--- src/rtl/pong_pkg.sv ---
// Shared constants for the Pong match controller: state encoding, serve
// directions, default win score and button width.
package pong_pkg;

    typedef enum logic [2:0] {
        IDLE  = 3'd0,
        SERVE = 3'd1,
        PLAY  = 3'd2,
        POINT = 3'd3,
        OVER  = 3'd4
    } state_t;

    localparam logic DIR_LEFT  = 1'b0;
    localparam logic DIR_RIGHT = 1'b1;

    localparam int unsigned WIN_SCORE_DFLT = 7;
    localparam int unsigned BTN_W          = 2;

endpackage

--- src/rtl/pong_press_detect.sv ---
// Rising-edge detector on the OR of one player's paddle buttons.
module pong_press_detect
    import pong_pkg::*;
(
    input  logic             clk,
    input  logic             reset,
    input  logic [BTN_W-1:0] i_btn,
    output logic             o_press_c
);

    logic r_any;
    logic w_any;

    assign w_any     = |i_btn;
    assign o_press_c = w_any & ~r_any;

    always_ff @(posedge clk) begin
        if (reset) begin
            r_any <= 1'b0;
        end else begin
            r_any <= w_any;
        end
    end

endmodule

--- src/rtl/pong_game_ctrl.sv ---
// Pong match sequencer: serve, play, point pause, game over and scoring.
// Build option PONG_AUTO_SERVE_EN: SERVE auto-launches after PAUSE_FRAMES ticks.
module pong_game_ctrl
    import pong_pkg::*;
#(
    parameter int unsigned WIN_SCORE    = WIN_SCORE_DFLT,
    parameter int unsigned PAUSE_FRAMES = 120,
    parameter int unsigned SCORE_W      = 4
) (
    input  logic               clk,
    input  logic               reset,
    input  logic               frame_tick,
    input  logic [BTN_W-1:0]   btn_left,
    input  logic [BTN_W-1:0]   btn_right,
    input  logic               miss_left,
    input  logic               miss_right,
    output logic               ball_run,
    output logic               ball_reset,
    output logic               serve_dir,
    output logic [SCORE_W-1:0] score_left,
    output logic [SCORE_W-1:0] score_right,
    output logic               game_over,
    output logic               winner,
    output logic [2:0]         state_o
);

    localparam int unsigned CNT_W = $clog2(PAUSE_FRAMES + 1);
`ifdef PONG_AUTO_SERVE_EN
    localparam bit AUTO_SERVE = 1'b1;
`else
    localparam bit AUTO_SERVE = 1'b0;
`endif

    state_t             r_state;
    logic [CNT_W-1:0]   r_cnt;
    logic [SCORE_W-1:0] r_score_left;
    logic [SCORE_W-1:0] r_score_right;
    logic               r_serve_dir;
    logic               r_winner;
    logic               r_ball_run;
    logic               r_ball_reset;
    logic               r_game_over;

    state_t w_state_nxt;
    logic   w_press_l;
    logic   w_press_r;
    logic   w_press_any;
    logic   w_server_press;
    logic   w_cnt_done;
    logic   w_pt_left;
    logic   w_pt_right;
    logic   w_start;
    logic   w_cnt_active;

    pong_press_detect u_press_left (
        .clk       (clk),
        .reset     (reset),
        .i_btn     (btn_left),
        .o_press_c (w_press_l)
    );

    pong_press_detect u_press_right (
        .clk       (clk),
        .reset     (reset),
        .i_btn     (btn_right),
        .o_press_c (w_press_r)
    );

    assign w_press_any    = w_press_l | w_press_r;
    // serve_dir toward the right means the left player is serving
    assign w_server_press = (r_serve_dir == DIR_RIGHT) ? w_press_l : w_press_r;
    assign w_cnt_done     = (r_cnt == '0) || (frame_tick && (r_cnt == CNT_W'(1)));
    assign w_cnt_active   = (r_state == POINT) || (r_state == OVER) ||
                            (AUTO_SERVE && (r_state == SERVE));

    // Next-state and point events
    always_comb begin
        w_state_nxt = r_state;
        w_pt_left   = 1'b0;
        w_pt_right  = 1'b0;
        w_start     = 1'b0;
        case (r_state)
            IDLE: begin
                if (w_press_any) begin
                    w_state_nxt = SERVE;
                    w_start     = 1'b1;
                end
            end
            SERVE: begin
                if (w_server_press || (AUTO_SERVE && w_cnt_done)) begin
                    w_state_nxt = PLAY;
                end
            end
            PLAY: begin
                if (miss_left) begin
                    w_pt_right  = 1'b1;
                    w_state_nxt = (r_score_right == SCORE_W'(WIN_SCORE - 1)) ? OVER : POINT;
                end else if (miss_right) begin
                    w_pt_left   = 1'b1;
                    w_state_nxt = (r_score_left == SCORE_W'(WIN_SCORE - 1)) ? OVER : POINT;
                end
            end
            POINT: begin
                if (w_cnt_done) begin
                    w_state_nxt = SERVE;
                end
            end
            OVER: begin
                if ((r_cnt == '0) && w_press_any) begin
                    w_state_nxt = IDLE;
                end
            end
            default: w_state_nxt = IDLE;
        endcase
    end

    // State, scores, pause counter and registered outputs
    always_ff @(posedge clk) begin
        if (reset) begin
            r_state       <= IDLE;
            r_cnt         <= '0;
            r_score_left  <= '0;
            r_score_right <= '0;
            r_serve_dir   <= DIR_RIGHT;
            r_winner      <= 1'b0;
            r_ball_run    <= 1'b0;
            r_ball_reset  <= 1'b1;
            r_game_over   <= 1'b0;
        end else begin
            r_state      <= w_state_nxt;
            r_ball_run   <= (w_state_nxt == PLAY);
            r_ball_reset <= (w_state_nxt == IDLE) || (w_state_nxt == SERVE) ||
                            (w_state_nxt == OVER);
            r_game_over  <= (w_state_nxt == OVER);

            if (w_start) begin
                r_score_left  <= '0;
                r_score_right <= '0;
                r_serve_dir   <= DIR_RIGHT;
            end
            if (w_pt_right) begin
                r_score_right <= r_score_right + SCORE_W'(1);
                r_serve_dir   <= DIR_RIGHT;
            end
            if (w_pt_left) begin
                r_score_left <= r_score_left + SCORE_W'(1);
                r_serve_dir  <= DIR_LEFT;
            end
            if ((r_state == PLAY) && (w_state_nxt == OVER)) begin
                r_winner <= w_pt_right;
            end

            if (frame_tick && w_cnt_active && (r_cnt != '0)) begin
                r_cnt <= r_cnt - CNT_W'(1);
            end
            if (w_pt_left || w_pt_right) begin
                r_cnt <= CNT_W'(PAUSE_FRAMES);
            end
            if (AUTO_SERVE && (w_state_nxt == SERVE) && (r_state != SERVE)) begin
                r_cnt <= CNT_W'(PAUSE_FRAMES);
            end
        end
    end

    assign ball_run    = r_ball_run;
    assign ball_reset  = r_ball_reset;
    assign serve_dir   = r_serve_dir;
    assign score_left  = r_score_left;
    assign score_right = r_score_right;
    assign game_over   = r_game_over;
    assign winner      = r_winner;
    assign state_o     = 3'(r_state);

endmodule

--- config.mk ---
export PLATFORM = sky130hd
export DESIGN_NAME = pong_game_ctrl
export DESIGN_NICKNAME = d
export VERILOG_FILES = /design/src/rtl/pong_pkg.sv /design/src/rtl/pong_press_detect.sv /design/src/rtl/pong_game_ctrl.sv
export SDC_FILE = /design/constraint.sdc
export NUM_CORES = 1
export LEC_CHECK = 0
export ABC_AREA = 1
export CORE_MARGIN = 3
export CORE_UTILIZATION = 33
export CTS_CLUSTER_SIZE = 14
export DETAILED_ROUTE_END_ITERATION = 8
export PLACE_DENSITY = 0.54
export SYNTH_ARGS = -nofsm -noshare
export SYNTH_HDL_FRONTEND = slang
export SYNTH_SLANG_ARGS = --single-unit
--- constraint.sdc ---
create_clock -name clk -period 3.3 [get_ports clk]
set_input_delay 0.66 -clock clk [delete_from_list [all_inputs] [get_ports clk]]
set_output_delay 0.66 -clock clk [all_outputs]
set_load 0.02 [all_outputs]
==> results by group <==
Global route
  • Total grt overflow: 0
  • Global-route wire length before repair: 5.50 mm
  • Largest net degree at the start of global routing: 14
  • Vias in the first global route: roughly 1200
  • Initial antenna violation count: 0
  • Total GRT Usage: 0.132

Synthesis
  • Synthesized instance count: between 200 and 250
  • Avg Cell Area, Syn: 6.91 um^2
  • Most used DFF post-synth: dfxtp_1
  • Yosys reg bits: 25
  • Synthesis Warnings: 0
  • Yosys cell types: 28
  • Number of synthesized flops with an enable pin: 0
  • Syn Nets: 224
  • Mapped Area: roughly 0.0014 mm^2
  • Ys async rst share: 0
  • Register area share after synthesis: 0.347

Critical path
  • CP delay by family, top: buffers and inverters
  • Reg-to-reg startpoint: r_cnt[0]
  • R2r setup slk: ~1.8 ns
  • CP Depth: 1
  • RR Endpoint: r_cnt[6]
  • Setup Crit Path Kind: register to output port
  • Critical Path RT: between 2 and 3 ns
  • CP max stage delay: about 0.65 ns
  • Crit-path max FO: 6
  • Buffers and inverters on the worst path: 1
  • CP Cell Sequence: clkdlybuf4s50_1
  • Slowest-stage cell, CP: clkdlybuf4s50_1
  • Crit path arrival time: around 1.4 ns
  • Endpoint class of the critical path: output port
  • R2R depth: 9
  • Crit path launch type: register

Clock network
  • Hold_buf cts: 0
  • Root buffer cell: clkbuf_8
  • Clock transition at path regs: about 0.09 ns
  • CTS resizes: 0
  • Clock tree sinks: 25
  • Clock latency at the later pin of the worst-skew pair: about 0.27 ns
  • CTS tree: done
  • Clk buf depth: 2
  • TritonCTS Buffers: 3
  • # H-tree levels: 1
  • Setup repair bufs after CTS: 0

Route
  • Initial drt markers: just under 90
  • Vias: between 1000 and 1500
  • DRC: 0
  • Drt pass-1 iters: 6
  • Wire per inst: 11.1 um
  • Final WL: 3.18 mm
  • Via/cell ratio: 4.59
  • Post-route ant nets: 0

Placement
  • RD Place Congestion: 0.822
  • Port bufs: 24
  • HPWL reported at the end of detailed placement: 2.52 mm

Timing
  • Worst-margin pin slew: 0.407 ns
  • Setup-failing EPs final: 0
  • Hold Fails Final Rpt: 0
  • Final Cycle Share: 0.613
  • Worst Skew: about 0.0087 ns
  • Unrepaired setup endpoints after global routing: no
  • Rel. slew slack: 0.727
  • Tmin final: ~2.0 ns
  • Setup TNS: 0 ns
  • Final Slew Violations: 0
  • Highest Clock Rate: ~0.49 GHz

Floorplanning
  • Core Region: roughly 0.0041 mm^2
  • Ports: 25
  • Die area: approximately 0.0052 mm^2
  • Die height: just over 70 um
  • Die Span X: about 72 um
  • Initial Util: 0.351
  • Row count: 23

Hold path
  • Hold wc startpoint: winner
  • Hold path cells: 2
  • Hold Path Sink: winner
  • Hold Crit Class: register to register

Pwr
  • Leak Pwr: around 0.78 nW
  • Peak VDD IR: approximately 0.18 mV
  • Power Dens Cells: 367 mW/mm^2

Layout
  • Util after Layout: 0.436
  • Share of layout cells above drive strength 1: 0.114
  • Antenna Cells: 0
  • Layout area overhead: 24.3%
  • Fillers: roughly 440
  • Nets: roughly 250
  • Area of the multi-input gates: about 800 um^2
  • Register Area: 500 um^2

Run status
  • Outcome: finished clean

Job
  • Max Cap Viol: 0
==> flip-flops by register name, indices dropped and copies added (netlist names) <==
| signal | cells |
|---|---|
| state_o | 3 |
| u_press_left.r_any | 1 |
| winner | 1 |
| game_over | 1 |
| ball_run | 1 |
| u_press_right.r_any | 1 |
| serve_dir | 1 |
| r_cnt | 7 |
| ball_reset | 1 |
| score_left | 4 |
| score_right | 4 |
==> metal layers <==
metal | share of wire | global-route usage | up-vias
met5 | 0 | 0 | -
met4 | 0.013 | 0.0438 | 0
met3 | 0.047 | 0.0263 | 4
met2 | 0.40 | 0.180 | 22
met1 | 0.54 | 0.203 | 569
li1 | - | - | 722
==> where the power goes <==
| group | switching [mW] | total [mW] | internal [mW] |
|---|---|---|---|
| clock network | 0.0977 | 0.184 | 0.0864 |
| registers | 0.0125 | 0.326 | 0.313 |
| logic | 0.0912 | 0.149 | 0.0582 |
==> worst max-delay path by stage <==
| stage | startpoint | endpoint | slack, ns |
|---|---|---|---|
| 2_1_floorplan | btn_left[1] | score_right[3] | 1.89 |
| 3_3_place_gp | miss_right | score_left[3] | 1.24 |
| 3_5_place_dp | reset | r_cnt[1] | 1.23 |
| 4_1_cts | state_o[1] | state_o[1] | 1.27 |
| 5_1_grt | state_o[2] | state_o[2] | 1.21 |
| 6_report | state_o[1] | state_o[1] | 1.28 |
==> cell usage after synthesis, types with 2 or more instances <==
cell type | n | share of area
nor2_1 | 15 | 0.039
nand3_2 | 3 | 0.021
nor2_8 | 2 | 0.028
nand2_1 | 46 | 0.12
xor2_1 | 2 | 0.012
nand4_1 | 4 | 0.017
ha_1 | 6 | 0.052
o21ai_1 | 4 | 0.014
o21ai_0 | 3 | 0.010
dfxtp_1 | 25 | 0.35
nand3_1 | 20 | 0.069
nor3_1 | 4 | 0.014
nand2_2 | 6 | 0.026
o21bai_1 | 2 | 0.010
a21oi_1 | 17 | 0.059
nor2_2 | 3 | 0.013
or2_0 | 2 | 0.0087
inv_1 | 30 | 0.078
inv_2 | 6 | 0.016
==> cell usage in the layout (no fill, tap or decap), types with 2 or more instances in the layout <==
cell type,instances
clkdlybuf4s50_1,24
nand2_2,6
o21ai_1,4
nand3_2,3
nor2_2,3
nand4_1,4
nor2_8,2
clkbuf_8,3
o21ai_0,3
or2_0,2
nand3_1,20
inv_1,30
a21oi_1,17
xor2_1,2
nand2_1,46
inv_2,6
nor3_1,4
dfxtp_1,25
ha_1,6
nor2_1,15
o21bai_1,2
==> kinds of logic after synthesis <==
family	synth area share
simple gates	0.364
buf+inv	0.0988
compound gates	0.127
flops	0.347
fa+ha+maj	0.0520
xor+xnor	0.0121
==> area by class of cell <==
class / count / area share
inverter: 37 / 0.0774
clock buffer: 4 / 0.0251
timing repair buffer: 25 / 0.138
tap: 50 / 0.0348
sequential: 25 / 0.279
multi-input combinational: 146 / 0.446
==> through the flow <==
stage | hold slack (ns) | instances | worst slack [ns] | area [um^2] | power [mW]
after floorplan | 0.461 | 209 | 1.89 | 1440 | 0.435
after global placement | 0.456 | 283 | 1.24 | 1750 | 0.486
after detailed placement | 0.445 | 283 | 1.23 | 1750 | 0.483
after CTS | 0.461 | 287 | 1.27 | 1800 | 0.667
after global routing | 0.516 | 287 | 1.21 | 1800 | 0.699
final | 0.455 | 287 | 1.28 | 1800 | 0.659
(Power assumes the default switching activity.)
